$ cat config.mk
export PLATFORM = sky130hd
export DESIGN_NAME = efb_wb_arbiter_flat
export DESIGN_NICKNAME = d
export VERILOG_FILES = /design/src/rtl/efb_wb_arbiter_if.sv /design/src/rtl/efb_wb_arbiter.sv /design/src/flat_wrapper.sv
export SDC_FILE = /design/constraint.sdc
export NUM_CORES = 1
export LEC_CHECK = 0
export CAP_MARGIN = 40
export CORE_AREA = 2 2 49 97
export CTS_BUF_LIST = sky130_fd_sc_hd__clkbuf_16
export DETAILED_ROUTE_END_ITERATION = 8
export DIE_AREA = 0 0 51 99
export PLACE_DENSITY = 0.74
export SKIP_LAST_GASP = 1
export SLEW_MARGIN = 20
export SYNTH_ARGS = -nofsm -noshare
export SYNTH_HDL_FRONTEND = slang
export SYNTH_SLANG_ARGS = --single-unit
$ cat constraint.sdc
create_clock -name clock -period 2.2 [get_ports clock]
set_clock_uncertainty 0.2 [all_clocks]
set_input_delay 0.55 -clock clock [delete_from_list [all_inputs] [get_ports clock]]
set_output_delay 0.55 -clock clock [all_outputs]
set_load 0.05 [all_outputs]
$ cat src/rtl/efb_wb_arbiter_if.sv
// Bus bundle between the two Wishbone requesters, the EFB slave port and the arbiter.
// The slave modport is the arbiter's view; the master modport is the surrounding system's view.
interface efb_wb_arbiter_if #(
    parameter int ADR_WIDTH = 8,
    parameter int DAT_WIDTH = 8
);
    logic                 m0_cyc, m0_stb, m0_we;
    logic [ADR_WIDTH-1:0] m0_adr;
    logic [DAT_WIDTH-1:0] m0_dat_o, m0_dat_i;
    logic                 m0_ack, m0_err;

    logic                 m1_cyc, m1_stb, m1_we;
    logic [ADR_WIDTH-1:0] m1_adr;
    logic [DAT_WIDTH-1:0] m1_dat_o, m1_dat_i;
    logic                 m1_ack, m1_err;

    logic                 s_cyc, s_stb, s_we;
    logic [ADR_WIDTH-1:0] s_adr;
    logic [DAT_WIDTH-1:0] s_dat_o, s_dat_i;
    logic                 s_ack;

    logic [1:0]           grant;

    modport master (
        output m0_cyc, m0_stb, m0_we, m0_adr, m0_dat_o,
        output m1_cyc, m1_stb, m1_we, m1_adr, m1_dat_o,
        output s_dat_i, s_ack,
        input  m0_dat_i, m0_ack, m0_err,
        input  m1_dat_i, m1_ack, m1_err,
        input  s_cyc, s_stb, s_we, s_adr, s_dat_o, grant
    );

    modport slave (
        input  m0_cyc, m0_stb, m0_we, m0_adr, m0_dat_o,
        input  m1_cyc, m1_stb, m1_we, m1_adr, m1_dat_o,
        input  s_dat_i, s_ack,
        output m0_dat_i, m0_ack, m0_err,
        output m1_dat_i, m1_ack, m1_err,
        output s_cyc, s_stb, s_we, s_adr, s_dat_o, grant
    );
endinterface

$ cat src/rtl/efb_wb_arbiter.sv
// Two-master round-robin Wishbone arbiter in front of the EFB slave port, with the
// grant locked for the whole cyc envelope and a per-beat ack watchdog.
module efb_wb_arbiter #(
    parameter int ADR_WIDTH      = 8,
    parameter int DAT_WIDTH      = 8,
    parameter int TIMEOUT_CYCLES = 64
) (
    input  logic              clock,
    input  logic              reset,
    efb_wb_arbiter_if.slave   bus
);
    typedef enum logic [1:0] {IDLE, OWN0, OWN1, RECOVER} state_t;

    localparam logic [7:0] CNT_LAST = 8'(TIMEOUT_CYCLES - 1);

    state_t     state_q, state_d;
    logic       last_q, last_d;
    logic       owner_q, owner_d;
    logic [7:0] cnt_q, cnt_d;
    logic [1:0] err_q, err_d;
    logic [1:0] grant_q, grant_d;

    logic                 own, sel;
    logic                 o_cyc, o_stb, o_we;
    logic [ADR_WIDTH-1:0] o_adr;
    logic [DAT_WIDTH-1:0] o_dat;
    logic                 rec_cyc, stall;

    assign own     = (state_q == OWN0) || (state_q == OWN1);
    assign sel     = (state_q == OWN1);
    assign o_cyc   = sel ? bus.m1_cyc   : bus.m0_cyc;
    assign o_stb   = sel ? bus.m1_stb   : bus.m0_stb;
    assign o_we    = sel ? bus.m1_we    : bus.m0_we;
    assign o_adr   = sel ? bus.m1_adr   : bus.m0_adr;
    assign o_dat   = sel ? bus.m1_dat_o : bus.m0_dat_o;
    assign rec_cyc = owner_q ? bus.m1_cyc : bus.m0_cyc;
    assign stall   = own && o_stb && !bus.s_ack;

    always_comb begin
        state_d = state_q;
        last_d  = last_q;
        owner_d = owner_q;
        cnt_d   = '0;
        err_d   = '0;
        case (state_q)
            IDLE: begin
                // On a tie the master that was not served last wins.
                if (bus.m0_cyc && (!bus.m1_cyc || last_q)) begin
                    state_d = OWN0;
                    owner_d = 1'b0;
                end else if (bus.m1_cyc) begin
                    state_d = OWN1;
                    owner_d = 1'b1;
                end
            end
            OWN0, OWN1: begin
                if (!o_cyc) begin
                    state_d = IDLE;
                    last_d  = sel;
                end else if (stall) begin
                    if (cnt_q == CNT_LAST) begin
                        state_d = RECOVER;
                        err_d   = sel ? 2'b10 : 2'b01;
                    end else begin
                        cnt_d = cnt_q + 8'd1;
                    end
                end
            end
            RECOVER: begin
                if (!rec_cyc) begin
                    state_d = IDLE;
                    last_d  = owner_q;
                end
            end
            default: state_d = IDLE;
        endcase
        grant_d = (state_d == OWN0) ? 2'b01 :
                  (state_d == OWN1) ? 2'b10 : 2'b00;
    end

    always_ff @(posedge clock or posedge reset) begin
        if (reset) begin
            state_q <= IDLE;
            last_q  <= 1'b1;
            owner_q <= 1'b0;
            cnt_q   <= '0;
            err_q   <= '0;
            grant_q <= '0;
        end else begin
            state_q <= state_d;
            last_q  <= last_d;
            owner_q <= owner_d;
            cnt_q   <= cnt_d;
            err_q   <= err_d;
            grant_q <= grant_d;
        end
    end

    // Slave side is a pure mux of the owner; RECOVER and IDLE park it at zero.
    assign bus.s_cyc   = own && o_cyc;
    assign bus.s_stb   = own && o_stb;
    assign bus.s_we    = own && o_we;
    assign bus.s_adr   = own ? o_adr : '0;
    assign bus.s_dat_o = own ? o_dat : '0;

    assign bus.m0_ack   = (state_q == OWN0) && bus.s_ack;
    assign bus.m1_ack   = (state_q == OWN1) && bus.s_ack;
    assign bus.m0_err   = err_q[0];
    assign bus.m1_err   = err_q[1];
    assign bus.m0_dat_i = own ? bus.s_dat_i : '0;
    assign bus.m1_dat_i = own ? bus.s_dat_i : '0;
    assign bus.grant    = grant_q;
endmodule

$ cat src/flat_wrapper.sv
// flat-port wrapper written by rule: the top's interface ports become plain ports
module efb_wb_arbiter_flat 
#(
    parameter int ADR_WIDTH      = 8,
    parameter int DAT_WIDTH      = 8,
    parameter int TIMEOUT_CYCLES = 64
)
  (clock, reset, bus_m0_cyc, bus_m0_stb, bus_m0_we, bus_m0_adr, bus_m0_dat_o, bus_m1_cyc, bus_m1_stb, bus_m1_we, bus_m1_adr, bus_m1_dat_o, bus_s_dat_i, bus_s_ack, bus_m0_dat_i, bus_m0_ack, bus_m0_err, bus_m1_dat_i, bus_m1_ack, bus_m1_err, bus_s_cyc, bus_s_stb, bus_s_we, bus_s_adr, bus_s_dat_o, bus_grant);
  efb_wb_arbiter_if #(.ADR_WIDTH(ADR_WIDTH), .DAT_WIDTH(DAT_WIDTH)) bus_i ();
  input  logic clock;
  input  logic reset;
  input wire logic [$bits(bus_i.m0_cyc)-1:0] bus_m0_cyc;
  input wire logic [$bits(bus_i.m0_stb)-1:0] bus_m0_stb;
  input wire logic [$bits(bus_i.m0_we)-1:0] bus_m0_we;
  input wire logic [$bits(bus_i.m0_adr)-1:0] bus_m0_adr;
  input wire logic [$bits(bus_i.m0_dat_o)-1:0] bus_m0_dat_o;
  input wire logic [$bits(bus_i.m1_cyc)-1:0] bus_m1_cyc;
  input wire logic [$bits(bus_i.m1_stb)-1:0] bus_m1_stb;
  input wire logic [$bits(bus_i.m1_we)-1:0] bus_m1_we;
  input wire logic [$bits(bus_i.m1_adr)-1:0] bus_m1_adr;
  input wire logic [$bits(bus_i.m1_dat_o)-1:0] bus_m1_dat_o;
  input wire logic [$bits(bus_i.s_dat_i)-1:0] bus_s_dat_i;
  input wire logic [$bits(bus_i.s_ack)-1:0] bus_s_ack;
  output wire logic [$bits(bus_i.m0_dat_i)-1:0] bus_m0_dat_i;
  output wire logic [$bits(bus_i.m0_ack)-1:0] bus_m0_ack;
  output wire logic [$bits(bus_i.m0_err)-1:0] bus_m0_err;
  output wire logic [$bits(bus_i.m1_dat_i)-1:0] bus_m1_dat_i;
  output wire logic [$bits(bus_i.m1_ack)-1:0] bus_m1_ack;
  output wire logic [$bits(bus_i.m1_err)-1:0] bus_m1_err;
  output wire logic [$bits(bus_i.s_cyc)-1:0] bus_s_cyc;
  output wire logic [$bits(bus_i.s_stb)-1:0] bus_s_stb;
  output wire logic [$bits(bus_i.s_we)-1:0] bus_s_we;
  output wire logic [$bits(bus_i.s_adr)-1:0] bus_s_adr;
  output wire logic [$bits(bus_i.s_dat_o)-1:0] bus_s_dat_o;
  output wire logic [$bits(bus_i.grant)-1:0] bus_grant;
  assign bus_i.m0_cyc = bus_m0_cyc;
  assign bus_i.m0_stb = bus_m0_stb;
  assign bus_i.m0_we = bus_m0_we;
  assign bus_i.m0_adr = bus_m0_adr;
  assign bus_i.m0_dat_o = bus_m0_dat_o;
  assign bus_i.m1_cyc = bus_m1_cyc;
  assign bus_i.m1_stb = bus_m1_stb;
  assign bus_i.m1_we = bus_m1_we;
  assign bus_i.m1_adr = bus_m1_adr;
  assign bus_i.m1_dat_o = bus_m1_dat_o;
  assign bus_i.s_dat_i = bus_s_dat_i;
  assign bus_i.s_ack = bus_s_ack;
  assign bus_m0_dat_i = bus_i.m0_dat_i;
  assign bus_m0_ack = bus_i.m0_ack;
  assign bus_m0_err = bus_i.m0_err;
  assign bus_m1_dat_i = bus_i.m1_dat_i;
  assign bus_m1_ack = bus_i.m1_ack;
  assign bus_m1_err = bus_i.m1_err;
  assign bus_s_cyc = bus_i.s_cyc;
  assign bus_s_stb = bus_i.s_stb;
  assign bus_s_we = bus_i.s_we;
  assign bus_s_adr = bus_i.s_adr;
  assign bus_s_dat_o = bus_i.s_dat_o;
  assign bus_grant = bus_i.grant;
  efb_wb_arbiter #(.ADR_WIDTH(ADR_WIDTH), .DAT_WIDTH(DAT_WIDTH), .TIMEOUT_CYCLES(TIMEOUT_CYCLES)) u_core (.clock(clock), .reset(reset), .bus(bus_i));
endmodule
==> summary.md, run 1 <==
| Metric | Value |
|---|---|
| Max Cap Viol | 0 |
| Area of the multi-input gates | 1230 µm² |
| Mapped Area | 1340 µm² |
| CTS Root Cell | clkbuf_16 |
| # clock sinks | 16 |
| Die H | 99 µm |
| Layout area overhead | 152% |
| I/O pin count | 90 |
| Async S/R FF share, synth | 100% |
| Share of the synthesized area in the top cell type | 28.1% |
| Routed Antenna Nets | 0 |
| Crit Path Max Fanout | 2 |
| Commonest non-fill, non-tap cells in the layout | 46 x clkdlybuf4s50_1, 40 x buf_12, 20 x buf_4, 18 x nor2b_4, 14 x dfrtp_1 |
| Buffers & Inverters on Critical Path | 3 |
| Total power draw | 6.66 mW |
| Critical path arrival | 1690 ps |
| Storage cell area | 403 µm² |
| Rows | 34 |
| Most common cell after layout, fill and taps aside | clkdlybuf4s50_1 |
| PD cells | 1970 nW/µm² |
| Share of cells above drive strength 1 | 52.9% |
| Family with the most delay on the worst path | buffers and inverters |
| Warnings, synthesis | 0 |
| Worst EP required | 1450 ps |
| Tcrit/Tclk final | 111% |
| Worst hold path class | reg -> reg |
| GR Util All Layers | 23.5% |
| # fillers | 256 |
| Syn nets | 206 |
| TritonCTS buffer count | 3 |
| P_leak | 1.38 nW |
| Clock tree from TritonCTS | done |
| Top_reg_cell synth | dfrtp_1 |
| #FFs+latches synth | 16 |
| Initial Util | 31.1% |
| Placed Cells | 296 |
| Slew @ Worst Pin | 584 ps |
| Residual DRC | 0 |
| IO buf count | 89 |
| Nets | 311 |
| Worst VDD drop | 0.00149 V |
| Ant diodes | 0 |
| HPWL Detailed | 3910 µm |
| Worst path max stage delay | 540 ps |
| Finish-stage setup viols | 38 |
| Crit path capture type | output pin |
| Failing checks | setup timing |
| Synth top area cells | dfrtp_1 28%, mux2i_1 15%, nor2b_1 9.8% |
| Met3 Usage GRT | 3.79% |
| Reg clk slew, reported paths | 50 ps |
| Met1 usage | 21.9% |
| Drt wl/cell | 19.5 µm |
| Vias | 1533 |
| Min Tclk post-route | 2440 ps |
| Crit Path Category | in -> out |
| Startpoint types | input pin |
| Status | finished, violations left |
| Initial DRC Count | 16 |
| Post-Syn Area per Cell | 8.85 µm² |
| Max Clk Rate | 410 MHz |
| Slowest CP cell | clkdlybuf4s50_1 |
| Detailed Routing Iterations Pass 1 | 4 |
| Initial antenna violation count | 0 |
| Post-synth EDFFs | 0 |
| Final WL | 6040 µm |
| Core area | 4300 µm² |
| Most used routing layer | met2 |
| Max Slew Vio Count | 0 |
| Vias in the first global route | 1750 |
| Min setup slack post-route | -237 ps |
| Layout Cells excl Fill | 309 |
| Synth unique cells | 35 |
| H-tree Lvls | 1 |
| Global-route wire length before repair | 8860 µm |
| Fin. Hold Viols | 0 |
| Die ar. | 5050 µm² |
| Largest net degree at the start of global routing | 17 |
| Unrepaired setup endpoints after global routing | true |
| Clock buffer depth | 2 |
| Worst-Skew Late Latency | 240 ps |
| Cell chain of the critical path | clkdlybuf4s50_1 > mux2i_1 > buf_4 > nor2b_4 > buf_12 |
| Met2 global-route usage | 45.9% |
| Chip width | 51 µm |
| Largest area contributor in the netlist | dfrtp_1 |
| Hold Buf Count CTS | 0 |
| Gpl congestion | 0.825 |
| Cells after synthesis | 151 |
| Drt via density | 4.96 |
| Max-Slew Margin vs Limit | 61.0% |
| Remaining Overflow, GRT | 0 |
| Sequential share of the synthesized area | 30.1% |
-- logic make-up (layout without fill, tap and decap cells) --
group | Yosys count | count (layout) | share of synthesized area, %
AO/OA/AOI/OAI | 19 | 19 | 10.2
XOR/XNOR | 5 | 5 | 3.28
adder cells (fa/ha/maj) | 6 | 6 | 5.62
buffers and inverters | 20 | 124 | 8.24
flip-flops | 16 | 16 | 30.1
multiplexers | 20 | 20 | 15.0
AND/OR/NAND/NOR | 65 | 65 | 27.6
-- cell usage after synthesis (all sizes together), types with 3 or more instances --
master and instances:
and2 12, buf 10, clkbuf 6, dfrtp 15, ha 6, inv 4
mux2i 20, nand2 9, nand2b 3, nand3 4, nor2 8, nor2b 21
o21ai 5, xnor2 3
-- flip-flops by register name (all words and copies together), names as in the netlist --
| name | flops |
|---|---|
| u_core.state_q | 2 |
| u_core.cnt_q | 8 |
| u_core.last_q | 1 |
| u_core.owner_q | 1 |
| u_core.err_q | 2 |
| u_core.bus.grant | 2 |
-- routing by layer --
metal | routed length [µm] | vias to the layer above | share of wire (%)
met5 | 0 | - | 0
met4 | 295 | 0 | 4.9
met3 | 223 | 20 | 3.7
met2 | 3790 | 61 | 63
met1 | 1730 | 734 | 29
li1 | - | 718 | -
-- where the power goes --
| group | switching (mW) | internal [mW] | leakage [nW] |
|---|---|---|---|
| combinational | 2.82 | 3.08 | 1.13 |
| clock | 0.102 | 0.240 | 0.0385 |
| sequential | 0.0553 | 0.356 | 0.212 |
-- metrics by stage --
step	utilization (%)	hold WS [ps]	TNS, ps	cell area [µm²]	setup slack [ps]
after floorplan	-	252	-260	1630	-112
after global placement	67.7	277	-1470	2910	-275
after detailed placement	67.7	282	-1990	2910	-348
after CTS	75.2	294	-6750	3230	-216
after global routing	78.5	321	-9500	3370	-291
final	78.5	288	-7190	3370	-237
-- worst paths after layout --
kind	slack (ps)	from	to	cells past startpoint
max	-240	bus_m1_stb	bus_s_stb	5
min	290	u_core.cnt_q[0]$_DFF_PP0_	u_core.cnt_q[0]$_DFF_PP0_	1
max reg2reg	-110	u_core.state_q[1]$_DFF_PP0_	u_core.bus.grant[0]$_DFF_PP0_	7
min reg2reg	290	u_core.cnt_q[0]$_DFF_PP0_	u_core.cnt_q[0]$_DFF_PP0_	1
max in group asynchronous	900	reset	u_core.state_q[1]$_DFF_PP0_	2
min in group asynchronous	480	reset	u_core.bus.grant[1]$_DFF_PP0_	2
-- repair_timing --
action,4_1_cts,5_1_grt
setup buffers,4,1
resized for setup,36,18
setup endpoints to repair,39,44
hold endpoints to repair,0,0
gates cloned,2,2
pin swaps,2,12
-- area by class of cell --
| cell class | count | area share [%] |
|---|---|---|
| Clock buffer | 3 | 2.23 |
| Clock inverter | 1 | 0.111 |
| Inverter | 4 | 0.445 |
| Multi-Input combinational cell | 115 | 36.4 |
| Sequential cell | 16 | 12.0 |
| Tap cell | 54 | 2.00 |
| Timing Repair Buffer | 116 | 46.8 |
Note: power is estimated with default switching activity, not from simulation.
==> run 2: changes to the inputs <==
--- a/config.mk
+++ b/config.mk
@@ -8,6 +8,7 @@
 export CAP_MARGIN = 40
 export CORE_AREA = 2 2 49 97
 export CTS_BUF_LIST = sky130_fd_sc_hd__clkbuf_16
+export CTS_CLUSTER_SIZE = 40
 export DETAILED_ROUTE_END_ITERATION = 8
 export DIE_AREA = 0 0 51 99
 export PLACE_DENSITY = 0.74
==> results of run 2 <==
The final DEF is identical to that of run 1; final timing and power are the same.
